**src/rtl/imuldiv_muldiv_frontend.sv**
```systemverilog
// Muldiv front end: steers requests to the multiply or divide unit and merges
// their responses back into issue order using a small tag FIFO.
module imuldiv_muldiv_frontend #(
   parameter int DEPTH = 4
) (
   input  logic        clk,
   input  logic        reset,

   input  logic [1:0]  muldivreq_msg_fn,
   input  logic [31:0] muldivreq_msg_a,
   input  logic [31:0] muldivreq_msg_b,
   input  logic        muldivreq_val,
   output logic        muldivreq_rdy,

   output logic [63:0] muldivresp_msg_result,
   output logic        muldivresp_val,
   input  logic        muldivresp_rdy,

   output logic [31:0] mulreq_msg_a,
   output logic [31:0] mulreq_msg_b,
   output logic        mulreq_val,
   input  logic        mulreq_rdy,

   input  logic [63:0] mulresp_msg_result,
   input  logic        mulresp_val,
   output logic        mulresp_rdy,

   output logic        divreq_msg_fn,
   output logic [31:0] divreq_msg_a,
   output logic [31:0] divreq_msg_b,
   output logic        divreq_val,
   input  logic        divreq_rdy,

   input  logic [63:0] divresp_msg_result,
   input  logic        divresp_val,
   output logic        divresp_rdy
);

   localparam int PW = $clog2(DEPTH);
   localparam int CW = PW + 1;

   typedef enum logic [1:0] {
      TAG_MUL  = 2'd0,
      TAG_DIV  = 2'd1,
      TAG_ZERO = 2'd2
   } tag_t;

   tag_t          tag_mem [DEPTH];
   logic [PW-1:0] wptr;
   logic [PW-1:0] rptr;
   logic [CW-1:0] count;
   logic          full;
   logic          empty;
   logic          push;
   logic          pop;
   tag_t          push_tag;
   tag_t          head_tag;

   assign full  = (count == CW'(DEPTH));
   assign empty = (count == '0);

   assign mulreq_msg_a  = muldivreq_msg_a;
   assign mulreq_msg_b  = muldivreq_msg_b;
   assign divreq_msg_a  = muldivreq_msg_a;
   assign divreq_msg_b  = muldivreq_msg_b;
   assign divreq_msg_fn = ~muldivreq_msg_fn[1];

   always_comb begin
      mulreq_val    = 1'b0;
      divreq_val    = 1'b0;
      muldivreq_rdy = 1'b0;
      push_tag      = TAG_ZERO;
      case (muldivreq_msg_fn)
         2'b00: begin
            mulreq_val    = muldivreq_val & ~full;
            muldivreq_rdy = mulreq_rdy & ~full;
            push_tag      = TAG_MUL;
         end
         2'b01, 2'b10: begin
            divreq_val    = muldivreq_val & ~full;
            muldivreq_rdy = divreq_rdy & ~full;
            push_tag      = TAG_DIV;
         end
         default: begin
            muldivreq_rdy = ~full;
            push_tag      = TAG_ZERO;
         end
      endcase
   end

   assign push     = muldivreq_val & muldivreq_rdy;
   assign head_tag = tag_mem[rptr];

   // Only the unit whose tag is at the head may hand over a result.
   always_comb begin
      muldivresp_val        = 1'b0;
      muldivresp_msg_result = 64'h0;
      mulresp_rdy           = 1'b0;
      divresp_rdy           = 1'b0;
      if (!empty) begin
         case (head_tag)
            TAG_MUL: begin
               muldivresp_val        = mulresp_val;
               muldivresp_msg_result = mulresp_msg_result;
               mulresp_rdy           = muldivresp_rdy;
            end
            TAG_DIV: begin
               muldivresp_val        = divresp_val;
               muldivresp_msg_result = divresp_msg_result;
               divresp_rdy           = muldivresp_rdy;
            end
            TAG_ZERO: begin
               muldivresp_val        = 1'b1;
               muldivresp_msg_result = 64'h0;
            end
            default: begin
               muldivresp_val        = 1'b0;
               muldivresp_msg_result = 64'h0;
            end
         endcase
      end
   end

   assign pop = muldivresp_val & muldivresp_rdy;

   always_ff @(posedge clk) begin
      if (push) tag_mem[wptr] <= push_tag;
   end

   always_ff @(posedge clk) begin
      if (reset) begin
         wptr  <= '0;
         rptr  <= '0;
         count <= '0;
      end else begin
         if (push) wptr <= wptr + PW'(1);
         if (pop)  rptr <= rptr + PW'(1);
         case ({push, pop})
            2'b10:   count <= count + CW'(1);
            2'b01:   count <= count - CW'(1);
            default: count <= count;
         endcase
      end
   end

endmodule

```
**config.mk**
```make
export PLATFORM = sky130hd
export DESIGN_NAME = imuldiv_muldiv_frontend
export DESIGN_NICKNAME = d
export VERILOG_FILES = /design/src/rtl/imuldiv_muldiv_frontend.sv
export SDC_FILE = /design/constraint.sdc
export NUM_CORES = 1
export LEC_CHECK = 0
export CAP_MARGIN = 20
export CORE_AREA = 5 5 154 156
export CTS_CLUSTER_DIAMETER = 50
export CTS_CLUSTER_SIZE = 25
export DETAILED_ROUTE_END_ITERATION = 10
export DIE_AREA = 0 0 159 161
export PLACE_DENSITY_LB_ADDON = 0.08
export SYNTH_ARGS = -nofsm -noshare
export SYNTH_HDL_FRONTEND = slang
export SYNTH_SLANG_ARGS = --single-unit
```
**constraint.sdc**
```tcl
create_clock -name clk -period 7.4 [get_ports clk]
set_input_delay 0.74 -clock clk [delete_from_list [all_inputs] [get_ports clk]]
set_output_delay 0.74 -clock clk [all_outputs]
set_load 0.05 [all_outputs]
```
==> results of run 1 <==
==> final cells by class <==
type	count	area [µm²]	area share
clock inverters	1	7.51	0.00175
multi-input cells	255	1310	0.305
flip-flops and latches	17	420	0.0979
clock buffers	3	75.1	0.0175
repair buffers	211	2100	0.490
inverters	5	18.8	0.00437
well taps	285	357	0.0830
==> worst reg2reg max path, delay by kind of cell, from the launching register on <==
kind	cells	cell delay, ns
AND/OR/NAND/NOR	2	0.57
flip-flops	1	0.51
XOR/XNOR	1	0.14
AO/OA/AOI/OAI	3	0.48
adder cells (fa/ha/maj)	2	0.61
multiplexers	1	0.73
==> cell usage after synthesis, types with 2 or more instances <==
library cell	instances
mux2_2	4
nor2b_1	6
o21ai_0	3
buf_4	128
and2_1	6
nand2_1	132
dfxtp_1	9
mux2i_1	5
a21oi_1	68
buf_2	7
or3_1	2
xnor2_1	2
inv_1	5
edfxtp_1	8
ha_1	7
clkbuf_1	16
nor2_1	10
==> metal layers <==
metal,track usage,up-vias
li1,-,1367
met1,0.111,1194
met5,0.0170,-
met2,0.189,235
met3,0.0490,23
met4,0.0260,0
==> cells by family (layout without fill, tap and decap cells) <==
logic type	Yosys count	count (layout)
xor+xnor	3	3
compound gates	76	76
flops	17	17
fa+ha+maj	8	8
simple gates	158	158
buf+inv	157	220
mux	10	10
==> worst paths after layout <==
path	start	end	slack [ns]
max	flop	muldivresp_msg_result[23]	3.49
min	rptr[1]$_SDFFE_PP0P_	rptr[1]$_SDFFE_PP0P_	0.49
max reg2reg	flop	count[2]$_SDFFE_PP0P_	4.30
min reg2reg	rptr[1]$_SDFFE_PP0P_	rptr[1]$_SDFFE_PP0P_	0.49
==> stage by stage <==
stage / std cells / hold slack [ns] / total power [mW] / setup slack (ns) / utilization
floorplan: 429 / 0.459 / 0.655 / 4.20 / -
global placement: 773 / 0.486 / 0.714 / 3.64 / 0.189
detailed placement: 773 / 0.490 / 0.712 / 3.61 / 0.189
CTS: 777 / 0.498 / 0.825 / 3.40 / 0.193
global route: 777 / 0.546 / 0.861 / 3.25 / 0.193
finish: 777 / 0.494 / 0.809 / 3.49 / 0.193
==> power groups by stage <==
stage               registers (mW)  clock network, mW  logic [mW]
floorplan                    0.115                  0       0.540
global placement             0.122                  0       0.592
detailed placement           0.122                  0       0.590
CTS                          0.120              0.113       0.593
global route                 0.121              0.117       0.623
finish                       0.119              0.109       0.580
==> impl_metrics.ini, run 1 <==
[run_status]
status = finished, final reports clean

[yosys]
synth-simple-area-share = 0.227
synth_adder_area_share = 0.0385
syn_area_um2 = 2790
synth_area_leaders = buf_4 (34%), nand2_1 (18%), a21oi_1 (12%)
synth_cell_types = 28
synthArstFlopShare = 0
synthCells = 429
syn_avg_cell_area_um2 = 6.51
ys.flop_type = dfxtp_1
synth_top_family_by_area = buffers and inverters
netlist.area_leader.share = 0.344
yosysWarnings = 0
synth_edf_count = 8
synthMuxAreaShare = 0.0421
synth-compound-area-share = 0.144
synth_xor_area_frac = 0.00941
ys_seq_elements = 17
synth_nets = 639
yosysTopAreaCell = buf_4
synth-seq-area-share = 0.151

[floorplanning]
die_height_um = 161
initial_core_util = 0.126
dieArea_um2 = 25600
ios = 401
core_area_um2 = 22200
die_w_um = 159
rows = 55

[cts]
cts.repair.resized = 0
insertion_delay_ns = 0.25
ctsHoldBuffers = 0
clk_root_buffer_cell = clkbuf_16
cts_made_buffers = 3
post_cts_buffers = 0
clock_sinks = 17
clockBufferDepth = 2
h-tree-depth = 1
cts_tree = built
clk_pin_slew_ns = 0.05

[cells_and_area]
layout-drive-gt1-share = 0.0305
final_cell_area_um2 = 4290
syn2layout_area_growth_pct = 53.8
layout_common_cells = clkdlybuf4s50_1 (208), nand2_1 (132), a21oi_1 (68)
nets = 703
final_common_cell = clkdlybuf4s50_1
diodes = 0
n_fill_cell = 2503

[worst_setup_path]
crit_buf_inv = 2
crit_type = flop to output port
r2r_cells = 9
worstPathMaxFanout = 65
path_cells = mux2_2 -> o21ai_4 -> buf_4 -> nand2_1 -> a21oi_1 -> clkdlybuf4s50_1
cp-end-kind = output port
start_kind = flop
cp.depth = 6
required_ns = 6.66
critPathMaxStageDelay_ns = 0.85
crit_family = buffers and inverters
crit_slowest_cell = clkdlybuf4s50_1
cp.arrival_ns = 3.17

[worst_hold_path]
hold_depth = 2
hp-class = flop to flop

[timing]
layout_min_cycle_time_ns = 3.91
max_freq_mhz = 255
tightest_slew_ns = 1.03
fin_skew_ns = 0.00320
final_hold_viol_count = 0
slew_headroom = 0.316
grt_setup_unrepaired = no
period_share = 0.529
drv_slew = 0
fin_tns_setup_ns = 0
setup_viol = 0

[power]
powerDensity_nw_per_um2 = 188
seq_power_share = 0.148
p_int_mw = 0.388
leakage_nw = 1.55
clock_power_share = 0.135
p_comb_frac = 0.717
switching_share = 0.520
p_switching_mw = 0.421
irDropWorstVdd_uv = 80.1

[detailed_routing]
wl_met2_mm = 7.43
drc_errors = 0
wire_per_inst_um = 18.9
routed-wl-met3_mm = 1.67
met1_length_mm = 5.27
ant_nets = 0
wl_mm = 14.7
viasPerCell = 3.63
vias = 2819
highest_layer = met4
first_pass_iters = 4
drt_iter0_drc = 144

[global_routing]
grt_first_pass_wirelength_mm = 20.9
grtUsageTotal = 0.105
antenna_found_initial = 0
grt_max_degree = 66
grt_remaining_overflow = 0
grt_pass1_vias = 3064

[place]
dpl.hpwl_mm = 12.3
numPortBuffers = 208
placed_cell_area_um2 = 4210
place_congestion = 0.718

[job]
cap_violations = 0
No activity file was read; power rests on OpenSTA's default activity.
==> inputs of run 2 (changes only) <==
==> constraint.sdc (replaced) <==
create_clock -name clk -period 3.3 [get_ports clk]
set_input_delay 0.33 -clock clk [delete_from_list [all_inputs] [get_ports clk]]
set_output_delay 0.33 -clock clk [all_outputs]
set_load 0.05 [all_outputs]
==> run 2 against run 1 <==
Compared with the run above: clock power grew 120%; total power grew 140%; worst hold slack gained 0.018 ns; wire length shrank 0.27%; combinational power grew 140%; non-clock buffer count grew 2; register-to-register slack lost 3.8 ns; global-route usage shrank 0.17 points; first-iteration DRC count grew 9.7%; sequential power grew 130%; sequential share of layout area shrank 0.32 points.
==> impl_metrics.ini, run 2 (same netlist as run 1, synthesis figures left out) <==
[run_status]
status = finished, final reports clean

[power]
powerDensity_nw_per_um2 = 433
irDropWorstVdd_uv = 163
leakage_nw = 1.77
p_total_mw = 1.92

[cts]
clk_pin_slew_ns = 0.05
insertion_delay_ns = 0.25
clk_root_buffer_cell = clkbuf_16
cts_tree = built
clock_sinks = 17
clockBufferDepth = 2
h-tree-depth = 1
ctsHoldBuffers = 0
cts_made_buffers = 3
cts.repair.resized = 0
post_cts_buffers = 0

[global_routing]
grtUsageTotal = 0.103
grt_max_degree = 66
antenna_found_initial = 1
grt_pass1_vias = 3033
grt_remaining_overflow = 0
grt_first_pass_wirelength_mm = 20.8

[timing]
drv_slew = 0
fin_tns_setup_ns = 0
period_share = 0.853
layout_min_cycle_time_ns = 2.82
tightest_slew_ns = 0.770
fin_ws_ns = 0.484
setup_viol = 0
slew_headroom = 0.486
fin_skew_ns = 0.00204
grt_setup_unrepaired = no
max_freq_mhz = 355
final_hold_viol_count = 0

[place]
place_congestion = 0.734
numPortBuffers = 208
dpl.hpwl_mm = 12.2
dpl_worst_slack_ns = 0.263

[worst_setup_path]
cp.arrival_ns = 2.99
critPathMaxStageDelay_ns = 0.46
start_kind = flop
r2r_setup_slack_ns = 0.48
required_ns = 3.47
cpMostUsedCell = a21oi_1
worstReg2RegEnd = count[2]$_SDFFE_PP0P_
r2r_cells = 9
cp-end-kind = flop
crit_type = flop to flop
crit_slowest_cell = dfxtp_1
crit_path_end = count[2]$_SDFFE_PP0P_
worstPathMaxFanout = 5
path_cells = mux2_2 -> o2bb2ai_1 -> a21oi_1 -> and2b_1 -> ha_1 -> fa_1 -> xnor2_1 -> or3_1 -> a21oi_1

[detailed_routing]
first_pass_iters = 4
viasPerCell = 3.70
drc_errors = 0
wl_mm = 14.7
ant_nets = 0
vias = 2889
wire_per_inst_um = 18.8
drt_iter0_drc = 158

[floorplanning]
ios = 401
die_w_um = 159
core_area_um2 = 22200
rows = 55
dieArea_um2 = 25600
initial_core_util = 0.126
die_height_um = 161

[worst_hold_path]
hp-class = flop to flop

[cells_and_area]
final_common_cell = clkdlybuf4s50_1
n_fill_cell = 2511
syn2layout_area_growth_pct = 59.0
final_core_util = 0.200
layout-drive-gt1-share = 0.168
nets = 705
layout_common_cells = clkdlybuf4s50_1 (142), nand2_1 (132), a21oi_1 (68)

[job]
cap_violations = 0
run 2: worst min-delay path by stage:
stage / start / endpoint / slack (ns) / depth (start not counted)
after floorplan: rptr[1]$_SDFFE_PP0P_ / flop / 0.46 / 2
after global placement: rptr[1]$_SDFFE_PP0P_ / rptr[1]$_SDFFE_PP0P_ / 0.52 / 2
after detailed placement: rptr[1]$_SDFFE_PP0P_ / rptr[1]$_SDFFE_PP0P_ / 0.51 / 2
after CTS: rptr[1]$_SDFFE_PP0P_ / rptr[1]$_SDFFE_PP0P_ / 0.52 / 2
after global routing: rptr[1]$_SDFFE_PP0P_ / rptr[1]$_SDFFE_PP0P_ / 0.54 / 2
final: rptr[1]$_SDFFE_PP0P_ / rptr[1]$_SDFFE_PP0P_ / 0.51 / 2
run 2: layout make-up:
| cell class | instances | area [µm²] | area share |
|---|---|---|---|
| Antenna cell | 1 | 2.50 | 0.000564 |
| Clock buffer | 3 | 75.1 | 0.0169 |
| Clock inverter | 1 | 5.00 | 0.00113 |
| Inverter | 5 | 18.8 | 0.00423 |
| Multi-Input combinational cell | 255 | 1310 | 0.295 |
| Sequential cell | 17 | 420 | 0.0947 |
| Tap cell | 285 | 357 | 0.0803 |
| Timing Repair Buffer | 213 | 2250 | 0.507 |
run 2: stage by stage:
step,instance area [µm²],hold WS [ns],std cells
floorplan,2790,0.459,429
global placement,4340,0.516,774
detailed placement,4360,0.513,775
CTS,4440,0.521,779
global route,4440,0.542,780
finish,4440,0.513,780
run 2: report_power, final:
part / total [mW] / switching, mW / leakage, nW / internal [mW]
Clock: 0.245 / 0.0826 / 0.0409 / 0.162
Sequential: 0.268 / 0.0283 / 0.147 / 0.240
Combinational: 1.41 / 0.864 / 1.58 / 0.546
run 2: routing by layer:
metal,up-vias,share of wire,track usage
met3,18,0.12,0.0492
met5,-,0,0.0170
met1,1265,0.36,0.113
li1,1371,-,-
met2,235,0.50,0.180
met4,0,0.019,0.0244
run 2: critical path, delay by kind of cell, from the launching register on:
kind,cells,cell delay [ns]
flops,1,0.46
fa+ha+maj,2,0.61
simple gates,2,0.56
mux,1,0.40
xor+xnor,1,0.14
compound gates,3,0.57
